--- config.mk ---
export PLATFORM = sky130hd
export DESIGN_NAME = multi_feature_norm
export DESIGN_NICKNAME = d
export VERILOG_FILES = /design/src/rtl/multi_feature_norm_pkg.sv /design/src/rtl/multi_feature_norm_msb_detect.sv /design/src/rtl/multi_feature_norm.sv
export SDC_FILE = /design/constraint.sdc
export NUM_CORES = 1
export LEC_CHECK = 0
export ABC_AREA = 1
export ABC_CLOCK_PERIOD_IN_PS = 2900
export CAP_MARGIN = 10
export CORE_ASPECT_RATIO = 1.1
export CORE_UTILIZATION = 38
export DETAILED_ROUTE_END_ITERATION = 12
export PLACE_DENSITY = 0.59
export SKIP_CTS_REPAIR_TIMING = 1
export SYNTH_ARGS = -nofsm -noshare
export SYNTH_HDL_FRONTEND = slang
export SYNTH_SLANG_ARGS = --single-unit
--- constraint.sdc ---
create_clock -name i_clk -period 2.9 [get_ports i_clk]
set_clock_uncertainty 0.1 [all_clocks]
set_input_delay 0.87 -clock i_clk [delete_from_list [all_inputs] [get_ports i_clk]]
set_output_delay 0.87 -clock i_clk [all_outputs]
set_load 0.01 [all_outputs]
--- src/rtl/multi_feature_norm_pkg.sv ---
// Shared widths and constants for the product-to-pixel normaliser.
// Build option: MULTI_FEATURE_NORM_ROUND_EN selects round-to-nearest.
package multi_feature_norm_pkg;

  localparam int IN_W_DEF       = 20;
  localparam int OUT_W_DEF      = 8;
  localparam int SH_W_DEF       = 4;
  localparam int INIT_SHIFT_DEF = IN_W_DEF - OUT_W_DEF;

  localparam logic [OUT_W_DEF-1:0] SAT_MAX = '1;

endpackage

--- src/rtl/multi_feature_norm_msb_detect.sv ---
// Leading-one detector: index of the highest set bit, 0 for zero.
// Purely combinational; sized for the product width.
module multi_feature_norm_msb_detect
  import multi_feature_norm_pkg::*;
#(
  parameter int IN_W = IN_W_DEF,
  parameter int SH_W = SH_W_DEF
) (
  input  logic [IN_W-1:0] din,
  output logic [SH_W:0]   idx
);

  always_comb begin
    idx = '0;
    for (int i = 0; i < IN_W; i++) begin
      if (din[i]) idx = (SH_W+1)'(i);
    end
  end

endmodule

--- src/rtl/multi_feature_norm.sv ---
// Adaptive right-shift normaliser: 20-bit product -> 8-bit pixel.
// MULTI_FEATURE_NORM_ROUND_EN adds round-to-nearest before the shift.
module multi_feature_norm
  import multi_feature_norm_pkg::*;
#(
  parameter int IN_W       = IN_W_DEF,
  parameter int OUT_W      = OUT_W_DEF,
  parameter int SH_W       = SH_W_DEF,
  parameter int INIT_SHIFT = INIT_SHIFT_DEF
) (
  input  logic             i_clk,
  input  logic             i_rst_n,
  input  logic             i_h_aync,
  input  logic             i_v_aync,
  input  logic [IN_W-1:0]  i_data,
  output logic             o_h_aync,
  output logic             o_v_aync,
  output logic [OUT_W-1:0] o_data,
  output logic [SH_W-1:0]  o_shift
);

  logic            rh;
  logic            rv;
  logic            rv_d;
  logic [IN_W-1:0] rd;
  logic [IN_W-1:0] peak;
  logic [SH_W-1:0] shift;
  logic [SH_W:0]   peak_msb;
  logic [SH_W-1:0] shift_nxt;
  logic            valid;
  logic            fe;
  logic [IN_W:0]   pre;
  logic [IN_W:0]   shifted;
  logic [OUT_W-1:0] pix;

  assign valid = rh && rv;
  assign fe    = rv_d && !rv;

  multi_feature_norm_msb_detect #(
    .IN_W (IN_W),
    .SH_W (SH_W)
  ) u_msb (
    .din (peak),
    .idx (peak_msb)
  );

  // Keep OUT_W significant bits below the peak's leading one.
  always_comb begin
    shift_nxt = '0;
    if (int'(peak_msb) > OUT_W - 1)
      shift_nxt = SH_W'(int'(peak_msb) - (OUT_W - 1));
  end

`ifdef MULTI_FEATURE_NORM_ROUND_EN
  always_comb begin
    pre = {1'b0, rd};
    if (shift != '0)
      pre = {1'b0, rd} + ((IN_W+1)'(1) << (shift - 1'b1));
  end
`else
  assign pre = {1'b0, rd};
`endif

  assign shifted = pre >> shift;

  always_comb begin
    pix = shifted[OUT_W-1:0];
    if (|shifted[IN_W:OUT_W]) pix = SAT_MAX;
  end

  always_ff @(posedge i_clk or negedge i_rst_n) begin
    if (!i_rst_n) begin
      rh   <= 1'b0;
      rv   <= 1'b0;
      rv_d <= 1'b0;
      rd   <= '0;
    end else begin
      rh   <= i_h_aync;
      rv   <= i_v_aync;
      rv_d <= rv;
      rd   <= i_data;
    end
  end

  // Frame statistics: shift only moves on the v falling edge.
  always_ff @(posedge i_clk or negedge i_rst_n) begin
    if (!i_rst_n) begin
      peak  <= '0;
      shift <= SH_W'(INIT_SHIFT);
    end else if (fe) begin
      peak  <= '0;
      shift <= shift_nxt;
    end else if (valid && (rd > peak)) begin
      peak  <= rd;
    end
  end

  always_ff @(posedge i_clk or negedge i_rst_n) begin
    if (!i_rst_n) begin
      o_h_aync <= 1'b0;
      o_v_aync <= 1'b0;
      o_data   <= '0;
    end else begin
      o_h_aync <= rh;
      o_v_aync <= rv;
      o_data   <= valid ? pix : '0;
    end
  end

  assign o_shift = shift;

endmodule

; Word-level counts from Yosys, hierarchy flattened
; Index checks and enable logic that the tools add are counted.
[word_totals]
reg_bits = 56
inputBits = 24
out_inout_bits = 14
elab_cells = 42
[classes]
add_sub_neg = 1
order_cmp = 2
shift = 1
n_mux = 24
reduce_logical = 6
[ops]
columns = op, count
row1 = two-way mux 20 bit, 2
row2 = two-way mux 4 bit, 9
row3 = >> shifter 20 x 4 -> 21 bit, 1
row4 = greater-than comparator 20 bit, 1
row5 = two-way mux 5 bit, 4
row6 = two-way mux 8 bit, 2
row7 = OR reduction 13 bit, 1
row8 = two-way mux 3 bit, 4
row9 = "greater-than comparator 5 x 3 -> 1 bit, second input constant", 1
row10 = two-way mux 2 bit, 2
row11 = "subtractor 4 x 3 -> 4 bit, second input constant", 1
row12 = logical AND 1 bit, 3
row13 = nonzero test 2 bit, 1
row14 = zero test 1 bit, 1
row15 = two-way mux 1 bit, 1

; Longest topological paths before layout
[logic_depth]
depth_word = 21
mapped_depth = 25
ltp_nobuf = 25

; Cells and area by module
; Synthesis repeated with hierarchy kept, for this count alone.
[hier_totals]
cells_unflattened = 490
hier_area_um2 = 3487.1
[by_module_without_submodules]
columns = mod, instances, cells_each, area_each_um2, seq_area_each_um2
row1 = multi_feature_norm, 1, 431, 3233.1, 1403.8
row2 = multi_feature_norm_msb_detect, 1, 59, 254.0, 0.0

; Least setup slack after synthesis
; Ideal clock, no wire load.
[synth_path]
path_type = reg2reg
from = register peak[19]
to = register peak[10]
setup_ps = 82
arrival_time_ps = 1819
required_time_ps = 2718
slack_ps = 898
stages_incl_launch_ff = 13
path_buffers = 2
synth_period_minus_slack_ps = 2002
cell_sequence = dfrtp_1 inv_1 ha_1 nand2_1 nor2_1 nand4_1 nor4_2 nand2_1 o2111ai_1 o21ai_1 buf_2 buf_6 o22ai_1
[synth_via]
elab_chain_len = 3
[synth_lines]
columns = element, line
row1 = "start, declared", multi_feature_norm.sv:26  ; logic [IN_W-1:0] peak;
row2 = "start signal, assigned", multi_feature_norm.sv:94  ; peak <= rd;
row3 = greater-than comparator 20 bit, multi_feature_norm.sv:93  ; end else if (valid && (rd > peak)) begin
row4 = logical AND 1 bit, multi_feature_norm.sv:93
row5 = nonzero test 2 bit (no line), n/a
; No other way between the ends.
; A chain may end at the register's enable or synchronous reset.

; Worst setup path after layout
[layout_path]
from = register shift[1] (netlist: o_shift[1])
to = output port o_shift[1]
[layout_lines]
columns = element, line
row1 = "start, declared", multi_feature_norm.sv:27  ; logic [SH_W-1:0] shift;
row2 = "start signal, assigned", multi_feature_norm.sv:89  ; shift <= SH_W'(INIT_SHIFT);
row3 = "start signal, assigned", multi_feature_norm.sv:92  ; shift <= shift_nxt;
row4 = "end, declared", multi_feature_norm.sv:19  ; output logic [SH_W-1:0] o_shift
; No word-level cell between the ends.

==> impl_metrics.csv <==
group,metric,value,unit
worst_setup_path,critPathSlowestCell,"dfrtp_1",
worst_setup_path,critPathBufInv,1,
floorplan,design.core.area,8320,sq um
timing,slew_viol_final,0,
power,power_switching,0.00129,W
synth,postSynthCellCount,397,
power,power.density,766,nW/um^2
timing,tightest_slew,657,ps
global_routing,antenna_found_initial,0,
timing,setup_violations,0,
floorplan,rows,35,
outcome,status,"complete, no violations",
synth,yosysSeqAreaShare,43.2,%
clock_tree,cts.reportedPaths.clkPinSlew,120,ps
cells_and_area,layout_commonest_cell,"nand2_1",
timing,grt_setup_unrepaired,"no",
floorplan,die_h,99.0,um
cells_and_area,nets,477,
min_path,hp-class,"flop to flop",
drt,via_per_inst,5.10,
power,ir_drop,0.000221,V
cells_and_area,n_antenna_cell,0,
drt,drt_iter0_markers,203,
drt,wl,7690,um
synth,synth_top_family_by_area,"compound AO/OA/AOI/OAI gates",
timing,max_slew_margin,55.8,%
global_routing,grt_usage,19.0,%
worst_setup_path,slowest_delay,680,ps
placement,place_congestion,0.827,
floorplan,floorplan.initialDensity,39.1,%
timing,fin_setup_tns,0,ps
clock_tree,h-tree-depth,2,
global_routing,use_met2,32.5,%
floorplan,die_x,90.2,um
timing,max_freq,384,MHz
global_routing,grt_pass1_vias,2746,
cells_and_area,fillers,832,
clock_tree,cts.path.max_buffers,2,
drt,drc,0,
floorplan,pin_count,38,
clock_tree,cts_tree,"built",
cells_and_area,drive_gt1_share,8.31,%
worst_setup_path,arrival,1630,ps
clock_tree,worst_skew_pair.late_latency,320,ps
cells_and_area,design_area,3820,sq um
power,leakagePower,1.88,nW
global_routing,grt_max_degree,57,
clock_tree,cts-root-buf,"clkbuf_8",
power,combPwrFrac,49.2,%
synth,syn_area,3250,sq um
synth,synthSimpleGateAreaFrac,17.6,%
global_routing,overflow,0,
power,clkPwrFrac,15.9,%
placement,hpwl,5990,um
synth,synth_fa_ha_area_share,8.08,%
worst_setup_path,end_kind,"output port",
worst_setup_path,cp_top_family,"flip-flops",
worst_setup_path,cp.required,1930,ps
worst_setup_path,critPathKind,"flop to output port",
worst_setup_path,crit_fanout,14,
power,p_seq_share,34.9,%
clock_tree,numCtsBuffers,5,
worst_setup_path,worstPathCellList,"clkdlybuf4s50_1",
synth,ys_warn_count,0,
global_routing,grtUsageMet1,24.5,%
worst_setup_path,cp-start-kind,"flop",
global_routing,grt_pass1_wl,13400,um
drt,wire_per_inst,14.1,um
synth,syn_area_per_cell,8.19,sq um
synth,ys_types,36,
drt,dr.pass1.iters,4,
cells_and_area,area_growth,17.3,%
synth,synth-seq-cells,56,
synth,synth_xor_area_share,0,%
power,p_int,0.00163,W
floorplan,dieArea,8940,sq um
timing,hold_violations,0,
global_routing,use_met3,2.55,%
placement,io_buffers,37,
synth,synthMuxAreaShare,2.85,%
timing,period_minus_slack,2600,ps
placement,placedInstanceArea,3720,sq um
synth,synth_compound_area_share,18.0,%
global_routing,grt-busiest-layer,"met2",
synth,syn_nets,442,
run,maxCapViolations,0,
clock_tree,cts_num_sinks,56,
cells_and_area,most-common-layout-cells,"nand2_1 (87), inv_1 (58), dfrtp_1 (54), clkdlybuf4s50_1 (36), o21ai_1 (25)",
timing,period_share,89.8,%
power,switching_share,44.3,%
drt,vias,2773,
drt,drtAntennaViolNets,0,
-- synth_stat cells --
library cell | instances | area share, %
nand2_1 | 87 | 10
inv_1 | 58 | 6.7
dfrtp_1 | 54 | 42
o21ai_1 | 25 | 3.8
o21ai_0 | 24 | 3.7
ha_1 | 21 | 8.1
nand3_1 | 20 | 3.1
o22ai_1 | 17 | 3.3
nor2_1 | 15 | 1.7
a21oi_1 | 12 | 1.8
mux2i_1 | 7 | 2.2
o211ai_1 | 7 | 1.6
inv_2 | 6 | 0.69
buf_2 | 5 | 0.77
o21ai_2 | 5 | 1.3
buf_6 | 4 | 1.4
clkbuf_1 | 4 | 0.46
a31oi_1 | 3 | 0.58
nand2_2 | 3 | 0.58
nand4_1 | 3 | 0.58
dfstp_2 | 2 | 1.6
a22o_1 | 1 | 0.27
buf_1 | 1 | 0.12
buf_4 | 1 | 0.23
mux2i_4 | 1 | 0.69
nand2_4 | 1 | 0.35
nand3_2 | 1 | 0.31
nand3b_1 | 1 | 0.23
nor3_1 | 1 | 0.15
nor4_1 | 1 | 0.19
nor4_2 | 1 | 0.38
o2111ai_1 | 1 | 0.27
o21bai_1 | 1 | 0.23
o31ai_1 | 1 | 0.23
o41ai_1 | 1 | 0.27
o41ai_2 | 1 | 0.50
-- metrics by stage --
stage	instances	total power (W)	worst slack, ps	util [%]	hold WS [ps]
5_1_grt	544	0.00320	225	45.9	304
3_3_place_gp	536	0.00247	489	44.7	262
2_1_floorplan	397	0.00208	898	-	254
4_1_cts	544	0.00295	280	45.9	291
6_report	544	0.00292	296	45.9	287
3_5_place_dp	536	0.00247	488	44.7	263
-- power groups by stage --
stage               clock, W  combinational (W)  sequential [W]
floorplan                  0            0.00108        0.000996
global placement           0            0.00143         0.00103
detailed placement         0            0.00143         0.00104
CTS                 0.000486            0.00144         0.00102
global route        0.000522            0.00163         0.00104
finish              0.000464            0.00144         0.00102
-- registers in the layout, indices dropped and copies added, names as in the netlist --
name      cells
o_h_aync      1
rh            1
o_shift       4
o_data        8
o_v_aync      1
rd           20
rv            1
peak         20
-- layer usage --
metal / routed length [um] / share of wire (%) / vias to the layer above
li1: - / - / 1394
met2: 3770 / 49 / 71
met3: 276 / 3.6 / 14
met4: 193 / 2.5 / 0
met5: 0 / 0 / -
met1: 3450 / 45 / 1294
-- cell families (layout without fill, tap and decap cells) --
logic type / count (synthesis) / in the layout
AO/OA/AOI/OAI: 99 / 99
buffers and inverters: 79 / 115
adder cells (fa/ha/maj): 21 / 21
flip-flops: 56 / 56
multiplexers: 8 / 8
AND/OR/NAND/NOR: 134 / 134
-- cell type report --
class | instances | area [sq um] | share of cell area (%)
flip-flops and latches | 56 | 1400 | 36.8
multi-input cells | 262 | 1510 | 39.6
well taps | 111 | 139 | 3.64
clock buffers | 5 | 68.8 | 1.80
inverters | 64 | 240 | 6.30
repair buffers | 43 | 423 | 11.1
clock inverters | 3 | 28.8 | 0.754
-- path summary, 6_finish.rpt --
| path | startpoint | end | slack (ps) | cells past startpoint |
|---|---|---|---|---|
| setup / recovery | o_shift[1]$_DFFE_PN0P_ | o_shift[1] | 300 | 1 |
| hold / removal | rh$_DFF_PN0_ | o_h_aync$_DFF_PN0_ | 290 | 0 |
| setup reg to reg | o_shift[0]$_DFFE_PN0P_ | o_data[2]$_DFF_PN0_ | 480 | 10 |
| hold reg to reg | rh$_DFF_PN0_ | o_h_aync$_DFF_PN0_ | 290 | 0 |
| max in group asynchronous | i_rst_n | o_shift[2]$_DFFE_PN1P_ | 1960 | 2 |
| min in group asynchronous | i_rst_n | rd[14]$_DFF_PN0_ | 420 | 2 |
-- worst reg2reg max path: cells and delay by family, from the launching register on --
kind,cells,cell delay [ps]
AO/OA/AOI/OAI,3,560
flip-flops,1,500
multiplexers,1,280
buffers and inverters,2,450
AND/OR/NAND/NOR,4,420
Note: power is estimated with default switching activity, not from simulation.
==> patch 1, RTL diff (same settings) <==
`o_data` no longer has a reset.
--- a/src/rtl/multi_feature_norm.sv
+++ b/src/rtl/multi_feature_norm.sv
@@ -101,3 +101,2 @@
       o_v_aync <= 1'b0;
-      o_data   <= '0;
     end else begin
@@ -105,4 +104,7 @@
       o_v_aync <= rv;
-      o_data   <= valid ? pix : '0;
     end
+  end
+
+  always_ff @(posedge i_clk) begin
+    o_data <= valid ? pix : '0;
   end
Formal check against the unedited RTL: differs if i_rst_n is asserted again (counterexample within 4 cycles, from zero or initial values and one cycle with i_rst_n low); with i_rst_n held inactive, the same outputs for 10 cycles.
==> patch 1 against the unedited design <==
Critical path depth unchanged; first-iteration DRC count down 29%; highest routed layer unchanged; cell area decreased by 0.89%; wire length shrank 3.7%; power shrank 1.2%; setup slack worse by 0.016 ns; non-clock buffer count stayed put; sequential cell count did not move; area after synthesis shrank 2.0%.
==> patch 1: results <==
[layout]
drive_gt1_frac = 0.0665
antenna_cells = 0
fin_nets = 480
n_fill_cell = 774

[drt]
vias = 2790
drt-total-wl_mm = 7.41
first_pass_iters = 4
drc = 0
first_iter_violations = 144

[worst_setup_path]
rr_worst_depth = 13
worst_ep_arrival_time_ns = 1.65
ff2ff_setup_slack_ns = 0.44
slowest_stage = dfstp_2
cpPeakStageDelay_ns = 0.74
cpLargestDelayFamily = flip-flops
crit_path_max_fanout = 20

[timing]
worst_slew_pin_slew_ns = 0.466

[global_route]
grtUsageTotal = 0.192
antenna_found_initial = 0
grt_pass1_wl_mm = 13.0
grt_max_degree = 49

[yosys]
synth_nets = 444
yosys_warnings = 0
synth_area_leaders = dfrtp_1 (36%), nand2_1 (11%), ha_1 (8.2%)
netlist-cell-type-count = 35
ys_top_cells_by_count = nand2_1 (93), inv_1 (56), dfrtp_1 (46), o21ai_0 (43), nand3_1 (25)
async_flop_share = 0.857
ys_seq_area_frac = 0.428

[power_and_ir_drop]
p_leak_nw = 1.81
ir_drop_uv = 325

[status]
status = complete, no violations

[clock_tree]
htreeDepth = 2
cts_buffers = 5
clock_path_buffers = 2
clk_pin_slew_ns = 0.10

[worst_hold_path]
hold_path.class = reg -> reg
min_path_cells = 0

[placed_design]
port_buffers = 37
hpwl_mm = 5.57
gp_congestion = 0.934
## patch 1: changes by cell type in the layout (fill, tap and decap cells not counted), moves of 4 or more
cell     delta
nand2_1     +6
inv_2       -4
nand3_1     +5
o21ai_1    -17
dfrtp_1     -9
o21ai_0    +19
dfxtp_1     +8
## patch 1: metrics by stage
step / instance area (sq um) / worst slack, ns / instances / hold WS (ns)
2_1_floorplan: 3190 / 0.734 / 399 / 0.254
3_5_place_dp: 3670 / 0.317 / 536 / 0.276
4_1_cts: 3780 / 0.0469 / 544 / 0.300
5_1_grt: 3780 / 0.186 / 544 / 0.319
3_3_place_gp: 3670 / 0.364 / 536 / 0.260
6_report: 3780 / 0.279 / 544 / 0.293
## patch 1: worst paths after layout
kind / to / startpoint
max in group asynchronous: o_shift[3] / i_rst_n
worst max register to register: peak[17] / peak[13]
worst min register to register: o_h_aync / rh
worst max-delay path: o_shift[2] / o_shift[2]
worst min-delay path: o_h_aync / rh
min in group asynchronous: rd[11] / i_rst_n
## patch 1: cells by family after synthesis
kind of cell / share of synthesized area
adders and majority gates: 0.0824
muxes: 0.0157
DFF: 0.428
and+or+nand+nor: 0.193
AOI/OAI and AO/OA: 0.185
buffers and inverters: 0.0961
## patch 1: area by class of cell
type | count | share of cell area
flip-flops and latches | 56 | 0.361
clock buffers | 6 | 0.0192
multi-input cells | 270 | 0.401
clock inverters | 2 | 0.00926
repair buffers | 43 | 0.115
inverters | 59 | 0.0586
well taps | 108 | 0.0357
## patch 1: per-layer routing
layer	global-route usage	routed length (um)	vias to the layer above
met5	0	0	-
met3	0.0254	265	11
met4	0.0562	123	0
li1	-	-	1399
met1	0.262	3430	1324
met2	0.317	3580	56
## patch 1: power by group
group          internal (mW)  switching (mW)
sequential             0.895           0.142
clock                  0.257           0.260
combinational          0.524           0.811
total                   1.68            1.21
==> patch 2, RTL diff (config.mk and constraints unchanged) <==
Without the edit above. Build with the macro `MULTI_FEATURE_NORM_ROUND_EN` defined.
--- a/src/rtl/multi_feature_norm.sv
+++ b/src/rtl/multi_feature_norm.sv
@@ -2,2 +2,4 @@
 // MULTI_FEATURE_NORM_ROUND_EN adds round-to-nearest before the shift.
+`define MULTI_FEATURE_NORM_ROUND_EN
+
 module multi_feature_norm
Function: changed (Yosys sat finds a counterexample within 4 cycles, from zero or initial values and one cycle with i_rst_n low).
==> patch 2 against the unedited design <==
The run now ends with setup timing left; setup slack worse by 0.65 ns; combinational power increased to 2.8 times the old value; fmax down 20%; cell count up 87%; area after synthesis up 50%; sequential cell count unchanged; core utilization rose by 4.1 points; cell area increased by 65%; die area grew 49%; hold slack worse by 0.0040 ns; power grew 92%; wire length rose by 100%; largest power group unchanged.
==> patch 2: results <==
[clock_tree]
htreeDepth = 2
clkLatencyLatePin_ns = 0.30
clk_pin_slew_ns = 0.07
cts_buffers = 5
cts-root-buf = clkbuf_16
clock_path_buffers = 2

[timing]
finalCritPeriodShare = 1.12
setup_viol = 8
setup_ws_ns = -0.353
finalHoldViolations = 0
slew-limit-headroom = 0.575

[yosys]
ys_top_cells_by_count = nand2_1 (246), nand3_1 (114), inv_1 (105), dfrtp_1 (54), nor2_1 (43)
async_flop_share = 1.00
yosys_warnings = 0
synth_area_leaders = dfrtp_1 (28%), nand2_1 (19%), nand3_1 (12%)
syn_avg_cell_area_sq_um = 6.37
synth_xor_area_frac = 0.0126
synth_nets = 828
synthMuxAreaShare = 0.00205
ys_seq_area_frac = 0.288
yosys.area_share.adder = 0.0989
netlist-cell-type-count = 37
synth-compound-area-share = 0.105

[layout]
seq_share = 0.224
layout.non_clock_buffers = 108
num-multi-input-gates = 572
area_share_nonclk_buffers = 0.148
n_fill_cell = 1304
clk_share = 0.0243
multi_input_area_sq_um = 3160
inv_count = 116
nClkBuffers = 6
drive_gt1_frac = 0.188
fin_nets = 921

[global_route]
grtUsageTotal = 0.250
grt_max_degree = 22
grt_pass1_vias = 5110
antenna_found_initial = 0
grt_pass1_wl_mm = 25.2

[power_and_ir_drop]
ir_drop_uv = 506
p_leak_nw = 3.33

[placed_design]
port_buffers = 37
gp_congestion = 0.983
place_worst_setup_slack_ns = -0.409
dp_cells = 1009
hpwl_mm = 12.8

[drt]
vias = 5263
first_iter_violations = 406
first_pass_iters = 5
avgRoutedWirePerCell_um = 15.2
viasPerCell = 5.18

[worst_setup_path]
crit_path_max_fanout = 8
worst_ep_arrival_time_ns = 3.35

[worst_hold_path]
hold_path.class = reg -> reg

[status]
status = complete, but fails checks
violations = setup timing

[die]
die_area_sq_um = 13300
[patch 2: layer usage]
metal,wire [um],GRT usage
met2,7100,0.390
met5,0,0
met3,763,0.0333
met4,416,0.107
met1,7160,0.343
[patch 2: report_power, final]
part	leakage (nW)	switching, mW	internal [mW]
clock network	0.0772	0.275	0.346
logic	2.56	2.41	1.56
registers	0.689	0.107	0.898
total	3.33	2.80	2.81
[patch 2: per-stage QoR]
stage / util / instance area (sq um) / TNS [ns]
2_1_floorplan: - / 4940 / -2.86
3_3_place_gp: 0.470 / 5920 / -3.49
3_5_place_dp: 0.470 / 5920 / -3.20
4_1_cts: 0.482 / 6070 / -3.40
5_1_grt: 0.500 / 6290 / -4.47
6_report: 0.500 / 6290 / -2.75
[patch 2: worst paths after layout]
kind | startpoint | to | slack, ns | depth (start not counted)
max | o_shift[2] | o_data[6] | -0.35 | 22
min | rh | o_h_aync | 0.28 | 0
max reg2reg | o_shift[2] | o_data[6] | -0.35 | 22
min reg2reg | rh | o_h_aync | 0.28 | 0
max in group asynchronous | i_rst_n | o_shift[0] | 1.68 | 2
min in group asynchronous | i_rst_n | o_data[5] | 0.39 | 1
[patch 2: worst max-delay path, stage by stage, from the launching register on]
cell,delay (ns)
dfstp_2,0.60
buf_12,0.12
nand2_1,0.09
nor2_1,0.13
ha_1,0.30
nand2_1,0.11
nand2_2,0.07
inv_1,0.09
nand2_1,0.06
nand2_1,0.08
nand3_1,0.13
nand2_1,0.10
nand2_2,0.08
nand3_1,0.10
nand3_1,0.13
nand3_1,0.15
nand2_1,0.07
nor2_1,0.09
a21oi_1,0.11
a21oi_4,0.23
nand3_1,0.12
nand2_1,0.07
inv_1,0.04
